## src/rtl/fir_pkg.sv

```systemverilog
// Shared FIR-chain definitions: default widths and the frame-collector write FSM states.
package fir_pkg;

  localparam int unsigned FIR_DATA_W        = 16;
  localparam int unsigned FIR_FRAME_LEN_DEF = 16;

  typedef enum logic {
    FILL = 1'b0,
    HOLD = 1'b1
  } wr_state_t;

endpackage

```

## src/rtl/fir_frame_bank.sv

```systemverilog
// One FRAME_LEN x DATA_W sample bank: indexed write, zero-fill from an index upward, flat read bus.
module fir_frame_bank #(
  parameter int unsigned DATA_W    = 16,
  parameter int unsigned FRAME_LEN = 16,
  parameter int unsigned IDX_W     = 4
) (
  input  logic                          clk,
  input  logic                          rst,
  input  logic                          we,
  input  logic [IDX_W-1:0]              wr_idx,
  input  logic [DATA_W-1:0]             wr_d,
  input  logic                          clr,
  input  logic [IDX_W-1:0]              clr_idx,
  output logic [FRAME_LEN*DATA_W-1:0]   rd_data
);

  logic [DATA_W-1:0] mem [FRAME_LEN];

  always_ff @(posedge clk or negedge rst) begin
    if (!rst) begin
      for (int unsigned i = 0; i < FRAME_LEN; i++) mem[i] <= '0;
    end else begin
      for (int unsigned i = 0; i < FRAME_LEN; i++) begin
        if (we && (wr_idx == IDX_W'(i))) mem[i] <= wr_d;
        else if (clr && (IDX_W'(i) >= clr_idx)) mem[i] <= '0;
      end
    end
  end

  for (genvar g = 0; g < FRAME_LEN; g++) begin : g_rd
    assign rd_data[g*DATA_W +: DATA_W] = mem[g];
  end

endmodule

```

## src/rtl/fir_frame_collector.sv

```systemverilog
// Packs the FIR sample stream into ping-pong buffered frames on a valid/ready interface.
// Optional end-of-stream zero-padded flush: define FIR_FRAME_FLUSH_EN.
module fir_frame_collector
  import fir_pkg::*;
#(
  parameter int unsigned DATA_W     = FIR_DATA_W,
  parameter int unsigned FRAME_LEN  = FIR_FRAME_LEN_DEF,
  parameter int unsigned DROP_CNT_W = 8
) (
  input  logic                          clk,
  input  logic                          rst,
  input  logic                          fir_valid,
  input  logic [DATA_W-1:0]             fir_d,
  output logic                          frame_valid,
  input  logic                          frame_ready,
  output logic [FRAME_LEN*DATA_W-1:0]   frame_data,
  output logic                          frame_last,
  output logic                          overflow,
  output logic [DROP_CNT_W-1:0]         drop_cnt
);

  localparam int unsigned IDX_W = $clog2(FRAME_LEN);
  localparam logic [IDX_W-1:0] LAST_IDX = IDX_W'(FRAME_LEN - 1);

  wr_state_t state, state_next;

  logic               wr_bank;
  logic [IDX_W-1:0]   wr_cnt;
  logic               valid_d;
  logic               hs, rd_free;
  logic               full_evt, eos, flush, discard, complete;
  logic               store, swap, drop;
  logic [FRAME_LEN*DATA_W-1:0] rd0, rd1;

  assign hs       = frame_valid & frame_ready;
  assign rd_free  = ~frame_valid | frame_ready;
  assign full_evt = (state == FILL) & fir_valid & (wr_cnt == LAST_IDX);
  assign eos      = (state == FILL) & valid_d & ~fir_valid & (wr_cnt != '0);

`ifdef FIR_FRAME_FLUSH_EN
  assign flush   = eos;
  assign discard = 1'b0;
`else
  assign flush   = 1'b0;
  assign discard = eos;
`endif

  assign complete = full_evt | flush;

  always_ff @(posedge clk or negedge rst) begin
    if (!rst) state <= FILL;
    else      state <= state_next;
  end

  always_comb begin
    state_next = state;
    unique case (state)
      FILL:    if (complete && !rd_free) state_next = HOLD;
      HOLD:    if (hs) state_next = FILL;
      default: state_next = FILL;
    endcase
  end

  always_comb begin
    store = 1'b0;
    swap  = 1'b0;
    drop  = 1'b0;
    unique case (state)
      FILL: begin
        store = fir_valid;
        swap  = complete & rd_free;
      end
      HOLD: begin
        drop = fir_valid;
        swap = hs;
      end
      default: ;
    endcase
  end

  always_ff @(posedge clk or negedge rst) begin
    if (!rst) begin
      wr_bank     <= 1'b0;
      wr_cnt      <= '0;
      valid_d     <= 1'b0;
      frame_valid <= 1'b0;
      overflow    <= 1'b0;
      drop_cnt    <= '0;
    end else begin
      valid_d <= fir_valid;
      if (swap) wr_bank <= ~wr_bank;
      if (swap || complete || discard) wr_cnt <= '0;
      else if (store)                  wr_cnt <= wr_cnt + 1'b1;
      if (swap)    frame_valid <= 1'b1;
      else if (hs) frame_valid <= 1'b0;
      if (drop) begin
        overflow <= 1'b1;
        if (drop_cnt != '1) drop_cnt <= drop_cnt + 1'b1;
      end
    end
  end

`ifdef FIR_FRAME_FLUSH_EN
  // A flushed frame parked in HOLD carries its last flag until it is swapped to the read side.
  logic pend_last;
  always_ff @(posedge clk or negedge rst) begin
    if (!rst) begin
      frame_last <= 1'b0;
      pend_last  <= 1'b0;
    end else if (swap) begin
      frame_last <= (state == FILL) ? flush : pend_last;
      pend_last  <= 1'b0;
    end else begin
      if (hs)    frame_last <= 1'b0;
      if (flush) pend_last  <= 1'b1;
    end
  end
`else
  assign frame_last = 1'b0;
`endif

  fir_frame_bank #(.DATA_W(DATA_W), .FRAME_LEN(FRAME_LEN), .IDX_W(IDX_W)) u_bank0 (
    .clk     (clk),
    .rst     (rst),
    .we      (store & ~wr_bank),
    .wr_idx  (wr_cnt),
    .wr_d    (fir_d),
    .clr     (flush & ~wr_bank),
    .clr_idx (wr_cnt),
    .rd_data (rd0)
  );

  fir_frame_bank #(.DATA_W(DATA_W), .FRAME_LEN(FRAME_LEN), .IDX_W(IDX_W)) u_bank1 (
    .clk     (clk),
    .rst     (rst),
    .we      (store & wr_bank),
    .wr_idx  (wr_cnt),
    .wr_d    (fir_d),
    .clr     (flush & wr_bank),
    .clr_idx (wr_cnt),
    .rd_data (rd1)
  );

  assign frame_data = wr_bank ? rd0 : rd1;

endmodule
```

## config.mk

```make
export PLATFORM = sky130hd
export DESIGN_NAME = fir_frame_collector
export DESIGN_NICKNAME = d
export VERILOG_FILES = /design/src/rtl/fir_pkg.sv /design/src/rtl/fir_frame_bank.sv /design/src/rtl/fir_frame_collector.sv
export SDC_FILE = /design/constraint.sdc
export NUM_CORES = 1
export LEC_CHECK = 0
export ABC_AREA = 1
export CAP_MARGIN = 25
export CORE_MARGIN = 1
export CORE_UTILIZATION = 62
export CTS_BUF_LIST = sky130_fd_sc_hd__clkbuf_8
export CTS_CLUSTER_SIZE = 16
export DETAILED_ROUTE_END_ITERATION = 16
export PLACE_DENSITY = 0.95
export SLEW_MARGIN = 20
export SYNTH_ARGS = -nofsm -noshare
export SYNTH_HDL_FRONTEND = slang
export SYNTH_SLANG_ARGS = --single-unit
```

## constraint.sdc

```tcl
create_clock -name clk -period 4.1 [get_ports clk]
set_input_delay 0.615 -clock clk [delete_from_list [all_inputs] [get_ports clk]]
set_output_delay 0.615 -clock clk [all_outputs]
set_load 0.01 [all_outputs]
```

---- After elaboration in Yosys (flattened, before gate mapping) ----
Cells that the tools add are included.
word-level totals
  register bits ........................... 529
  bits of input ports ..................... 20
  word-level logic and storage cells ...... 123
operators by class
  add/sub/neg operators ................... 2
  muxes and demuxes ....................... 11
  reductions and logical operators ........ 41
  bitwise logic cells ..................... 14
  eq/ne operators ......................... 16
operator list
  operator                                                               count
  256-bit 2-to-1 mux                                                     1
  1-bit logical AND                                                      33
  4-bit equality test, second input constant                             8
  4-bit by 3-bit equality test with 1-bit output, second input constant  4
  1-bit AND                                                              9
  8-bit by 1-bit adder with 8-bit output, second input constant          1
  4-bit by 2-bit equality test with 1-bit output, second input constant  2
  4-bit 2-to-1 mux                                                       2
  8-bit inequality test, second input constant                           1
  1-bit 2-to-1 mux                                                       6
  4-bit by 1-bit adder with 4-bit output, second input constant          1
  4-bit by 1-bit equality test with 1-bit output, second input constant  1
  4-bit logical NOT                                                      1
  1-bit NOT                                                              4
  1-bit one-hot mux with 2 select lines                                  2
  2-bit nonzero test                                                     2
  4-bit nonzero test                                                     1
  1-bit logical OR                                                       2
  2-bit AND reduction                                                    1
  1-bit logical NOT                                                      1
  1-bit bitwise OR                                                       1

---- Depth between registers and ports, before layout ----
Gate-level depths: netlist (run 1).
  depth after elaboration ................. 8
  depth in mapped cells ................... 8

---- Cells and area by module ----
Synthesis (run 1) repeated with hierarchy kept, for this count alone.
unflattened totals
  cells, all modules ...................... 3,304
  area total of the unflattened synthesis .. 24,836.3 um^2
by module, submodules not included
  module               seq. area each (um^2)  area each (um^2)  times used  cells an instance
  fir_frame_bank       6,406.1                10,268.6          2           1,177
  fir_frame_collector  425.4                  4,299.1           1           950

---- Worst setup path before layout (run 1) ----
Ideal clock, no wire load.
  path type ............................... reg2out
  start point ............................. register wr_bank
  end point ............................... output port frame_data[132]
  stages on the path, launching flop included .. 7
  required time ........................... 3,485 ps
  path slack .............................. 2,226 ps
  path buffers ............................ 3
  arrival ................................. 1,259 ps
  cell sequence ........................... dfrtp_1 buf_6 inv_2 buf_2 buf_1 nand2_1 nand2_1
on the way
  cells in the longest elaborated chain, start to end .. 1
ends and longest elaborated chain
  element                 line                        RTL
  from (decl)             fir_frame_collector.sv:27   logic wr_bank;
  from (signal assigned)  fir_frame_collector.sv:91   if (swap) wr_bank <= ~wr_bank;
  256-bit 2-to-1 mux      fir_frame_collector.sv:144  assign frame_data = wr_bank ? rd0 : rd1;
  to (decl)               fir_frame_collector.sv:16   output logic [FRAME_LEN*DATA_W-1:0] frame_data,
No other way between the ends.

---- Worst setup path in the final report (run 1) ----
  start point ............................. register wr_bank
  end point ............................... output port frame_data[66]
The elaborated chain is that of the path after synthesis.

==> impl_results.rst, run 1 <==
.. list-table::
   :header-rows: 1

   * - Metric
     - Value
   * - Status
     - completed
   * - Net switching power
     - 2.35 mW
   * - Final count of negative-setup-slack endpoints
     - 0
   * - Final Hold Fails
     - 0
   * - Share of total power in the clock network
     - 0.430
   * - Post-synth top area share
     - 0.576
   * - Category of the worst setup path capture point
     - output port
   * - Area taken by flip-flops and latches
     - 13,200 sq um
   * - Fraction of layout cells with a size suffix above 1
     - 0.0739
   * - Die height
     - roughly 200 um
   * - Post-Syn Area
     - 23,000 sq um
   * - Largest fanout of any net on the critical path
     - approximately 110
   * - Pwr dens
     - approximately 370 nW/um^2
   * - Buffers added on ports
     - 285
   * - Leakage component of the power
     - around 13 nW
   * - Starting utilization of the core area
     - 0.629
   * - Half-perimeter wire length after detailed placement
     - 42,200 um
   * - Maximum clock skew at final layout
     - 0.0415 ns
   * - Top area cells in the synthesized netlist
     - sky130_fd_sc_hd__dfrtp_1 (58%), sky130_fd_sc_hd__nand2_1 (20%), sky130_fd_sc_hd__o21ai_0 (6.9%)
   * - First DRT Iteration DRCs
     - 2,354
   * - Fillcell total
     - 2,339
   * - Area of the placeable core
     - about 37,000 sq um
   * - Clk Latency, worst-skew pair
     - ~0.63 ns
   * - Flop and latch count out of synthesis
     - roughly 530
   * - Minimum clock period after layout
     - 3.90 ns
   * - Post-CTS repair timing setup buffer count
     - 0
   * - Clock Pin Slew Worst Setup and Hold Paths
     - 0.06 ns
   * - Fraction of the yosys area taken by sequential cells
     - 0.576
   * - CTS tree
     - done
   * - Die area
     - between 30,000 and 40,000 sq um
   * - Pre-CTS setup slack
     - approximately 0.91 ns
   * - Number of cells on the worst reg-to-reg path
     - 7
   * - Worst Path Arrival
     - 3.28 ns
   * - Area occupied by multi-input gates
     - a little over 8000 sq um
   * - Wire length of the first global-routing pass
     - 108,000 um
   * - Post-Syn Area per Cell
     - around 8.5 sq um
   * - All-Layer GR Usage
     - 0.368
   * - Startpoint type of the worst setup path
     - flop
   * - Most common cell after layout, fill and taps aside
     - sky130_fd_sc_hd__nand2_1
   * - Nets in the synthesized netlist
     - 2,718
   * - Worst IR Drop VDD
     - ~220 uV
   * - Max Cap Violations
     - 0
   * - Post-DRT Antenna Nets
     - 0
   * - Flop2flop setup slack
     - 0.95 ns
   * - Vias in the first global route
     - 20,095
   * - Number of top-level design ports
     - 287
   * - Routed wire per std cell
     - around 20 um
   * - Number of buffers inserted for hold repair after clock tree synthesis
     - 0
   * - Utilization after layout
     - 0.745
   * - Post-route worst setup slack
     - 0.200 ns
   * - Final-stage net count
     - approximately 2,900
   * - GRT overflow
     - 0
   * - Syn. warnings
     - 0
   * - Post-cts resize count
     - 0
   * - Library cells used by synthesis
     - 34
   * - Kind of critical path
     - reg -> out
   * - Clk sinks
     - 529
   * - Clock Tree Buf Depth
     - 3
   * - Internal Pwr Total
     - 7.59 mW
   * - Total wire length
     - 68,500 um
   * - Row count
     - 70
   * - Relative max-transition margin
     - 0.374
   * - P&R area growth vs syn
     - 18.4%
   * - First-pass detailed-route iteration total
     - 6
   * - Total power
     - 9.93 mW
   * - Total CTS buffers
     - 82
   * - Unrepaired setup endpoints after global routing
     - false
   * - Die width
     - 195 um
   * - Final weighted congestion in routability-driven placement
     - ~0.94
   * - Share of total power in sequential cells
     - 0.531
   * - Achievable Freq
     - 256 MHz
   * - Final TNS setup
     - 0 ns
   * - Required time of the critical path
     - 3.48 ns
   * - Number of levels in the clock H-tree
     - 3
   * - Kind of path behind the tightest hold check
     - in -> async
   * - Worst Setup SP
     - wr_bank
   * - Maximum number of pins on one net before global-route repair
     - roughly 210
   * - Reg2Reg Launch Point
     - wr_bank
   * - Cell taking the most area after synthesis
     - sky130_fd_sc_hd__dfrtp_1
   * - Switching share of power
     - 0.236
   * - Final number of max-transition violations
     - 0
   * - Clk Tree Root Cell
     - sky130_fd_sc_hd__clkbuf_8
   * - Worst Max-Slew Pin Slew
     - 0.939 ns
   * - Final period utilization
     - 0.951
   * - Post-detailed-route DRC marker count
     - 0
   * - Number of vias per cell after detailed routing
     - 5.94
   * - Combinational group share of total power
     - 0.039
   * - Overall via count from detail_route
     - between 20,000 and 25,000
   * - Initial antenna violation count
     - 1
   * - Most frequent cells in the layout
     - sky130_fd_sc_hd__nand2_1 (1,200), sky130_fd_sc_hd__dfrtp_1 (528), sky130_fd_sc_hd__o21ai_0 (319)
   * - Cell count after synthesis
     - roughly 2,700
-- sequential cells by signal (all words and copies together) (netlist names) --
signal,flops
drop_cnt,8
frame_valid,1
overflow,1
state,1
u_bank0.rd_data,256
u_bank1.rd_data,256
valid_d,1
wr_bank,1
wr_cnt,4
-- synthesized netlist by cell type --
cell                       number
sky130_fd_sc_hd__nand2_1     1200
sky130_fd_sc_hd__dfrtp_1      529
sky130_fd_sc_hd__o21ai_0      319
sky130_fd_sc_hd__o21ai_1      246
sky130_fd_sc_hd__inv_1        100
sky130_fd_sc_hd__buf_2         64
sky130_fd_sc_hd__clkbuf_1      62
sky130_fd_sc_hd__buf_6         34
sky130_fd_sc_hd__nand2_4       17
sky130_fd_sc_hd__nand2_2       16
sky130_fd_sc_hd__buf_4         14
sky130_fd_sc_hd__o21ai_2       14
sky130_fd_sc_hd__nor2_1        12
sky130_fd_sc_hd__nor2_4         8
sky130_fd_sc_hd__buf_1          7
sky130_fd_sc_hd__nand3_1        7
sky130_fd_sc_hd__nor2_2         7
sky130_fd_sc_hd__clkbuf_2       5
sky130_fd_sc_hd__ha_1           5
sky130_fd_sc_hd__inv_2          5
sky130_fd_sc_hd__nand3_2        3
sky130_fd_sc_hd__nand4_1        3
sky130_fd_sc_hd__nor2_8         3
sky130_fd_sc_hd__xor2_1         3
sky130_fd_sc_hd__a21boi_0       1
sky130_fd_sc_hd__buf_12         1
sky130_fd_sc_hd__buf_8          1
sky130_fd_sc_hd__clkinv_4       1
sky130_fd_sc_hd__conb_1         1
sky130_fd_sc_hd__nand3_4        1
sky130_fd_sc_hd__nand3b_1       1
sky130_fd_sc_hd__nor3_1         1
sky130_fd_sc_hd__or2_2          1
sky130_fd_sc_hd__xnor2_1        1
-- kinds of logic after synthesis --
| logic type | synth area share |
|---|---|
| DFF | 0.576 |
| xor gates and xnor gates | 0.00152 |
| AOI/OAI and AO/OA | 0.129 |
| buffers and inverters | 0.0666 |
| and+or+nand+nor | 0.224 |
| adders and majority gates | 0.00272 |
| other | 0.000163 |
-- per-layer routing --
metal  up-vias  wire length [um]  global-route usage
met5         -                 0                   0
met4         0              4370               0.239
met3       317              7030              0.0842
met2      1414             32000               0.571
met1      9704             25000               0.470
li1       8952                 -                   -
-- stage by stage --
| stage | std cells | area, sq um | hold WS [ns] |
|---|---|---|---|
| floorplan | 2693 | 23000 | 0.319 |
| CTS | 3430 | 27200 | 0.105 |
| finish | 3431 | 27200 | 0.0769 |
| global route | 3430 | 27200 | 0.143 |
| detailed placement | 3288 | 25600 | 0.455 |
| global placement | 3288 | 25600 | 0.460 |
-- path summary, 6_finish.rpt --
path,endpoint
hold reg to reg,overflow
setup / recovery,frame_data[66]
setup reg to reg,u_bank1.rd_data[234]
max in group asynchronous,u_bank1.rd_data[82]
hold / removal,u_bank1.rd_data[202]
min in group clk,overflow
-- power by group through the flow --
stage	Clock [mW]	Sequential [mW]	Combinational, mW
global route	4.52	5.27	0.419
detailed placement	0	5.37	0.387
global placement	0	5.36	0.374
floorplan	0	5.37	0.0973
finish	4.27	5.27	0.390
CTS	4.29	5.27	0.388
-- layout make-up --
class | instances | area share
tap | 468 | 0.0215
sequential | 529 | 0.487
clock inverter | 39 | 0.00593
multi-input combinational | 1870 | 0.302
timing repair buffer | 315 | 0.117
inverter | 106 | 0.0150
clock buffer | 103 | 0.0521
antenna | 1 | 0.0000920
-- worst max-delay path, cell delays in order, from the launching register on --
cell and delay (ns):
sky130_fd_sc_hd__dfrtp_4 0.69, sky130_fd_sc_hd__inv_6 0.64, sky130_fd_sc_hd__buf_4 0.45, sky130_fd_sc_hd__nand2_1 0.12, sky130_fd_sc_hd__nand2_1 0.09, sky130_fd_sc_hd__clkdlybuf4s50_1 0.55
Power figures use the tool's default switching activity.
==> run 2, diff against run 1 <==
Settings changed: ABC_AREA 1 to not set, CORE_ASPECT_RATIO set to 0.6.
==> impl_results.rst, run 2 <==
.. list-table::
   :header-rows: 1

   * - Metric
     - Value
   * - Status
     - completed (unchanged)
   * - Post-cts resize count
     - 0 (unchanged)
   * - Syn. warnings
     - 0 (unchanged)
   * - Final TNS setup
     - 0 ns (unchanged)
   * - Post-route worst setup slack
     - 0.375 ns (was 0.200 ns)
   * - Required time of the critical path
     - 3.48 ns (about the same)
   * - Cell total after placement
     - 2,232 (was 3,288)
   * - Fraction of the yosys area taken by sequential cells
     - 0.561 (was 0.576)
   * - Met2 WL post-DR
     - 28,400 um (was 32,000 um)
   * - Final weighted congestion in routability-driven placement
     - 0.832 (was 0.936)
   * - Clk Tree Root Cell
     - sky130_fd_sc_hd__clkbuf_8 (unchanged)
   * - Most common cell after layout, fill and taps aside
     - sky130_fd_sc_hd__mux2_2 (was sky130_fd_sc_hd__nand2_1)
   * - Initial antenna violation count
     - 1 (unchanged)
   * - Row count
     - 54 (was 70)
   * - Post-DRT Antenna Nets
     - 0 (unchanged)
   * - Final Hold Fails
     - 0 (unchanged)
   * - Post-synth top area share
     - 0.561 (was 0.576)
   * - P&R area growth vs syn
     - 19.3% (was 18.4%)
   * - Critical path buffers and inverters
     - 2 (was 3)
   * - Post-Syn Area per Cell
     - 15.4 sq um (was 8.53 sq um)
   * - Prevailing post-synth register cell
     - sky130_fd_sc_hd__dfrtp_1 (unchanged)
   * - Starting utilization of the core area
     - 0.640 (was 0.629)
   * - Nets in the synthesized netlist
     - 1,557 (was 2,718)
   * - Startpoint type of the worst setup path
     - flop (unchanged)
   * - Worst Path Arrival
     - 3.11 ns (was 3.28 ns)
   * - Half-perimeter wire length after detailed placement
     - 37,200 um (was 42,200 um)
   * - Vias in the first global route
     - 15,253 (was 20,095)
   * - Wire length on met1
     - 25,800 um (was 25,000 um)
   * - Cell count after synthesis
     - 1,532 (was 2,693)
   * - Clk sinks
     - 529 (unchanged)
   * - Most frequent cells in the layout
     - sky130_fd_sc_hd__mux2_2 (755), sky130_fd_sc_hd__dfrtp_1 (528), sky130_fd_sc_hd__clkdlybuf4s50_1 (280) (was sky130_fd_sc_hd__nand2_1 (1,200), sky130_fd_sc_hd__dfrtp_1 (528), sky130_fd_sc_hd__o21ai_0 (319))
   * - Cell-by-cell listing of the critical path
     - buf_12, mux2_2, clkdlybuf4s50_1 (was inv_6, buf_4, nand2_1, nand2_1, clkdlybuf4s50_1)
   * - Wire length of the first global-routing pass
     - 91,500 um (was 108,000 um)
   * - Cell taking the most area after synthesis
     - sky130_fd_sc_hd__dfrtp_1 (unchanged)
   * - List of most frequent post-synthesis cells
     - sky130_fd_sc_hd__mux2_2 (755), sky130_fd_sc_hd__dfrtp_1 (529), sky130_fd_sc_hd__clkbuf_1 (50) (was sky130_fd_sc_hd__nand2_1 (1,200), sky130_fd_sc_hd__dfrtp_1 (529), sky130_fd_sc_hd__o21ai_0 (319))
   * - Buffers added on ports
     - 285 (unchanged)
   * - GRT overflow
     - 0 (unchanged)
   * - Category of the worst setup path capture point
     - output port (unchanged)
   * - Clock Tree Buf Depth
     - 3 (unchanged)
   * - Unrepaired setup endpoints after global routing
     - false (unchanged)
   * - Post-detailed-route DRC marker count
     - 0 (unchanged)
   * - Number of top-level design ports
     - 287 (unchanged)
   * - First DRT Iteration DRCs
     - 792 (was 2,354)
   * - First-pass detailed-route iteration total
     - 5 (was 6)
   * - Minimum clock period after layout
     - 3.72 ns (was 3.90 ns)
   * - Utilization after layout
     - 0.763 (was 0.745)
   * - Final-stage net count
     - 1,831 (was 2,929)
   * - Max Cap Violations
     - 0 (unchanged)
   * - Clk Latency, worst-skew pair
     - 0.63 ns (about the same)
   * - Top area cells in the synthesized netlist
     - sky130_fd_sc_hd__dfrtp_1 (56%), sky130_fd_sc_hd__mux2_2 (36%), sky130_fd_sc_hd__buf_6 (1.3%) (was sky130_fd_sc_hd__dfrtp_1 (58%), sky130_fd_sc_hd__nand2_1 (20%), sky130_fd_sc_hd__o21ai_0 (6.9%))
   * - Die area
     - 38,900 sq um (was 37,800 sq um)
   * - Maximum number of pins on one net before global-route repair
     - 101 (was 207)
   * - Largest delay share family, worst path
     - flip-flops (was buffers and inverters)
   * - Area of the placeable core
     - 36,900 sq um (was 36,500 sq um)
   * - Number of vias per cell after detailed routing
     - 5.91 (was 5.94)
   * - Worst Max-Slew Pin Slew
     - 0.904 ns (was 0.939 ns)
   * - Fillcell total
     - 2,144 (was 2,339)
   * - Total wire length
     - 58,500 um (was 68,500 um)
   * - Cell with the most instances after synthesis
     - sky130_fd_sc_hd__mux2_2 (was sky130_fd_sc_hd__nand2_1)
   * - Pre-CTS setup slack
     - 1.08 ns (was 0.907 ns)
   * - Top layer used by detailed routing
     - met4 (unchanged)
   * - Master of the slowest instance on the critical path
     - sky130_fd_sc_hd__dfrtp_4 (unchanged)
   * - CTS tree
     - done (unchanged)
   * - Pwr dens
     - 546 nW/um^2 (was 365 nW/um^2)
   * - Achievable Freq
     - 268 MHz (was 256 MHz)
   * - Post-synthesis async set-or-reset flop share
     - 1.00 (unchanged)
   * - Post-Syn Area
     - 23,600 sq um (was 23,000 sq um)
   * - Final period utilization
     - 0.908 (was 0.951)
   * - Area taken by flip-flops and latches
     - 13,200 sq um (unchanged)
   * - Largest fanout of any net on the critical path
     - 89 (was 106)
   * - Largest stage delay, worst path
     - 0.93 ns (was 0.69 ns)
   * - Leakage component of the power
     - 13.9 nW (was 13.3 nW)
   * - Count of flip-flops with a built-in enable after synthesis
     - 0 (unchanged)
   * - Final cell count without fillers
     - 2,364 (was 3,431)
   * - Overall via count from detail_route
     - 13,983 (was 20,387)
   * - Final Instance Area
     - 28,200 sq um (was 27,200 sq um)
   * - Final number of max-transition violations
     - 0 (unchanged)
   * - Area occupied by multi-input gates
     - 9620 sq um (was 8210 sq um)
   * - Flop and latch count out of synthesis
     - 529 (unchanged)
   * - Die width
     - 254 um (was 195 um)
   * - Total CTS buffers
     - 75 (was 82)
   * - Number of buffers inserted for hold repair after clock tree synthesis
     - 0 (unchanged)
   * - Wire length on met3
     - 3290 um (was 7030 um)
   * - All-Layer GR Usage
     - 0.312 (was 0.368)
   * - Relative max-transition margin
     - 0.396 (was 0.374)
   * - Kind of path behind the tightest hold check
     - in -> async (unchanged)
   * - Final count of negative-setup-slack endpoints
     - 0 (unchanged)
   * - Library cells used by synthesis
     - 51 (was 34)
   * - Instance area at placement
     - 26,700 sq um (was 25,600 sq um)
   * - Clock Pin Slew Worst Setup and Hold Paths
     - 0.07 ns (was 0.06 ns)
   * - Worst IR Drop VDD
     - 301 uV (was 222 uV)
   * - Total power
     - 15.4 mW (was 9.93 mW)
   * - Worst Hold Slack
     - 0.0150 ns (was 0.0769 ns)
   * - Kind of critical path
     - reg -> out (unchanged)
   * - Maximum clock skew at final layout
     - 0.0172 ns (was 0.0415 ns)
   * - Post-CTS repair timing setup buffer count
     - 0 (unchanged)
   * - Fraction of layout cells with a size suffix above 1
     - 0.507 (was 0.0739)
   * - Number of levels in the clock H-tree
     - 3 (unchanged)
   * - Routed wire per std cell
     - 24.8 um (was 20.0 um)
   * - Die height
     - 153 um (was 195 um)
run 2: routing by layer:
layer | vias to the layer above | global-route usage
li1 | 6004 | -
met1 | 7481 | 0.439
met2 | 421 | 0.495
met3 | 77 | 0.0645
met4 | 0 | 0.0866
met5 | - | 0
run 2: final timing paths:
| path | from | endpoint | slack (ns) | depth (start not counted) |
|---|---|---|---|---|
| worst max-delay path | wr_bank | frame_data[42] | 0.38 | 3 |
| worst min-delay path | rst | drop_cnt[4] | 0.01 | 1 |
| worst max register to register | wr_bank | u_bank0.rd_data[5] | 1.15 | 4 |
| worst min register to register | overflow | overflow | 0.47 | 1 |
| max in group asynchronous | rst | u_bank1.rd_data[198] | 3.05 | 2 |
| min in group clk | overflow | overflow | 0.47 | 1 |
run 2: cells by family after synthesis:
| group | Yosys count | share of synthesized area |
|---|---|---|
| adder cells (fa/ha/maj) | 5 | 0.00265 |
| other | 1 | 0.000159 |
| buffers and inverters | 122 | 0.0319 |
| AND/OR/NAND/NOR | 87 | 0.0305 |
| flip-flops | 529 | 0.561 |
| AO/OA/AOI/OAI | 11 | 0.00323 |
| multiplexers | 770 | 0.368 |
| XOR/XNOR | 7 | 0.00260 |
run 2: final cells by class:
cell class,count,area share
Antenna cell,1,0.0000889
Clock buffer,95,0.0464
Clock inverter,35,0.00560
Inverter,3,0.000400
Multi-Input combinational cell,881,0.342
Sequential cell,529,0.470
Tap cell,504,0.0224
Timing Repair Buffer,316,0.113
run 2: power by group:
group	internal [mW]	leakage (nW)	total [mW]	switching, mW
sequential	6.47	7.13	7.29	0.811
clock	2.08	0.847	4.07	1.99
combinational	2.32	5.92	4.00	1.69
==> run 3, diff against run 2 <==
Settings changed: SLEW_MARGIN 20 to 25.
==> impl_results.rst, run 3 (synthesis results as in run 2) <==
.. list-table::
   :header-rows: 1

   * - Metric
     - Value
   * - Leakage component of the power
     - 13.9 nW (about the same)
   * - Half-perimeter wire length after detailed placement
     - 37,100 um (was 37,200 um)
   * - Total power
     - 15.8 mW (was 15.4 mW)
   * - Total wire length
     - 59,300 um (was 58,500 um)
   * - Worst IR Drop VDD
     - 365 uV (was 301 uV)
   * - All-Layer GR Usage
     - 0.314 (was 0.312)
   * - Final TNS setup
     - 0 ns (unchanged)
   * - Post-CTS repair timing setup buffer count
     - 0 (unchanged)
   * - Clock Tree Buf Depth
     - 3 (unchanged)
   * - Wire length of the first global-routing pass
     - 92,100 um (was 91,500 um)
   * - Max Cap Violations
     - 0 (unchanged)
   * - Fillcell total
     - 2,178 (was 2,144)
   * - Final Instance Area
     - 28,200 sq um (about the same)
   * - Worst flop-to-flop path endpoint
     - u_bank0.rd_data[11] (was u_bank0.rd_data[5])
   * - Final count of negative-setup-slack endpoints
     - 0 (unchanged)
   * - Post-DRT Antenna Nets
     - 0 (unchanged)
   * - Maximum number of pins on one net before global-route repair
     - 101 (unchanged)
   * - Number of vias per cell after detailed routing
     - 5.94 (was 5.91)
   * - Final number of max-transition violations
     - 0 (unchanged)
   * - Overall via count from detail_route
     - 14,018 (was 13,983)
   * - CTS tree
     - done (unchanged)
   * - Final period utilization
     - 0.904 (was 0.908)
   * - Initial antenna violation count
     - 2 (was 1)
   * - Die area
     - 38,900 sq um (unchanged)
   * - Most common cell after layout, fill and taps aside
     - sky130_fd_sc_hd__mux2_2 (unchanged)
   * - Post-detailed-route DRC marker count
     - 0 (unchanged)
   * - Most frequent cells in the layout
     - sky130_fd_sc_hd__mux2_2 (755), sky130_fd_sc_hd__dfrtp_1 (528), sky130_fd_sc_hd__clkdlybuf4s50_1 (276) (was sky130_fd_sc_hd__mux2_2 (755), sky130_fd_sc_hd__dfrtp_1 (528), sky130_fd_sc_hd__clkdlybuf4s50_1 (280))
   * - Routed wire per std cell
     - 25.1 um (was 24.8 um)
   * - Reg2Reg Launch Point
     - wr_bank (unchanged)
   * - Clk sinks
     - 529 (unchanged)
   * - Cell-by-cell listing of the critical path
     - buf_12, mux2_2, clkdlybuf4s50_1 (unchanged)
   * - Post-cts resize count
     - 0 (unchanged)
   * - Startpoint type of the worst setup path
     - flop (unchanged)
   * - Clk Latency, worst-skew pair
     - 0.64 ns (was 0.63 ns)
   * - Flop2flop setup slack
     - 1.09 ns (was 1.15 ns)
   * - Worst Path Arrival
     - 3.09 ns (was 3.11 ns)
   * - Vias in the first global route
     - 15,338 (was 15,253)
   * - Maximum clock skew at final layout
     - 0.0277 ns (was 0.0172 ns)
   * - Die width
     - 254 um (unchanged)
   * - Required time of the critical path
     - 3.48 ns (about the same)
   * - Final Hold Fails
     - 0 (unchanged)
   * - Kind of path behind the tightest hold check
     - in -> async (unchanged)
   * - Total CTS buffers
     - 75 (unchanged)
   * - Die height
     - 153 um (unchanged)
   * - Number of cells on the worst reg-to-reg path
     - 4 (unchanged)
   * - Clk Tree Root Cell
     - sky130_fd_sc_hd__clkbuf_8 (unchanged)
   * - Final-stage net count
     - 1,827 (was 1,831)
   * - Status
     - completed (unchanged)
   * - Category of the worst setup path capture point
     - output port (unchanged)
   * - Pwr dens
     - 559 nW/um^2 (was 546 nW/um^2)
   * - Minimum clock period after layout
     - 3.71 ns (was 3.72 ns)
   * - First-pass detailed-route iteration total
     - 5 (unchanged)
   * - Largest stage delay, worst path
     - 0.91 ns (was 0.93 ns)
   * - P&R area growth vs syn
     - 19.6% (was 19.3%)
   * - Number of top-level design ports
     - 287 (unchanged)
   * - Achievable Freq
     - 270 MHz (was 268 MHz)
   * - Largest fanout of any net on the critical path
     - 89 (unchanged)
   * - Master of the slowest instance on the critical path
     - sky130_fd_sc_hd__dfrtp_4 (unchanged)
   * - Clock Pin Slew Worst Setup and Hold Paths
     - 0.06 ns (was 0.07 ns)
   * - Kind of critical path
     - reg -> out (unchanged)
   * - Final weighted congestion in routability-driven placement
     - 0.832 (unchanged)
   * - Area of the placeable core
     - 36,900 sq um (unchanged)
   * - Relative max-transition margin
     - 0.376 (was 0.396)
   * - First DRT Iteration DRCs
     - 877 (was 792)
   * - Instance area at placement
     - 26,600 sq um (was 26,700 sq um)
   * - Fraction of layout cells with a size suffix above 1
     - 0.513 (was 0.507)
   * - Worst Max-Slew Pin Slew
     - 0.934 ns (was 0.904 ns)
   * - Row count
     - 54 (unchanged)
   * - Buffers added on ports
     - 285 (unchanged)
   * - Unrepaired setup endpoints after global routing
     - false (unchanged)
   * - Number of levels in the clock H-tree
     - 3 (unchanged)
   * - Number of buffers inserted for hold repair after clock tree synthesis
     - 0 (unchanged)
   * - Starting utilization of the core area
     - 0.640 (unchanged)
   * - GRT overflow
     - 0 (unchanged)
-- run 3: cell count changes in the layout (fill, tap and decap cells not counted), sizes merged --
cell / delta
clkinv: +5
inv: -10
bufinv: +5
clkbuf: +1
clkdlybuf4s50: -4
-- run 3: cell type report --
type / instances / area (sq um) / share of cell area
tap: 504 / 631 / 0.0223
clock inverter: 35 / 295 / 0.0105
timing repair buffer: 312 / 3110 / 0.110
clock buffer: 96 / 1320 / 0.0468
sequential: 529 / 13200 / 0.469
inverter: 3 / 11.3 / 0.000399
multi-input combinational: 881 / 9620 / 0.341
antenna: 1 / 2.50 / 0.0000886
-- run 3: worst max-delay path by stage --
stage | start | endpoint | slack [ns] | cells after the start
finish | wr_bank | frame_data[42] | 0.39 | 3
global route | wr_bank | frame_data[84] | 0.32 | 3
CTS | wr_bank | frame_data[112] | 0.38 | 3
detailed placement | wr_bank | frame_data[112] | 1.08 | 3
global placement | wr_bank | frame_data[64] | 1.08 | 3
floorplan | wr_bank | frame_data[100] | 2.07 | 4
-- run 3: metrics by stage --
step	hold WS, ns	instances	setup WS (ns)	utilization
2_1_floorplan	0.319	1532	2.07	-
3_3_place_gp	0.456	2229	1.08	0.722
3_5_place_dp	0.452	2229	1.08	0.722
4_1_cts	0.0433	2360	0.382	0.766
5_1_grt	0.0730	2360	0.317	0.765
6_report	0.0302	2361	0.394	0.765
-- run 3: critical path, delay by kind of cell (launching register included) --
family | cells | cell delay [ns]
buffers and inverters | 2 | 0.92
flip-flops | 1 | 0.91
multiplexers | 1 | 0.45
-- run 3: power breakdown --
part | internal, mW | switching [mW] | leakage, nW
sequential | 6.47 | 0.828 | 7.13
clock | 2.43 | 2.03 | 0.891
combinational | 2.31 | 1.70 | 5.89
total | 11.2 | 4.55 | 13.9
-- run 3: routing by layer --
metal  wire [um]  track usage
met4        1470        0.104
met1       26100        0.440
met3        3120       0.0615
met5           0            0
met2       28700        0.496
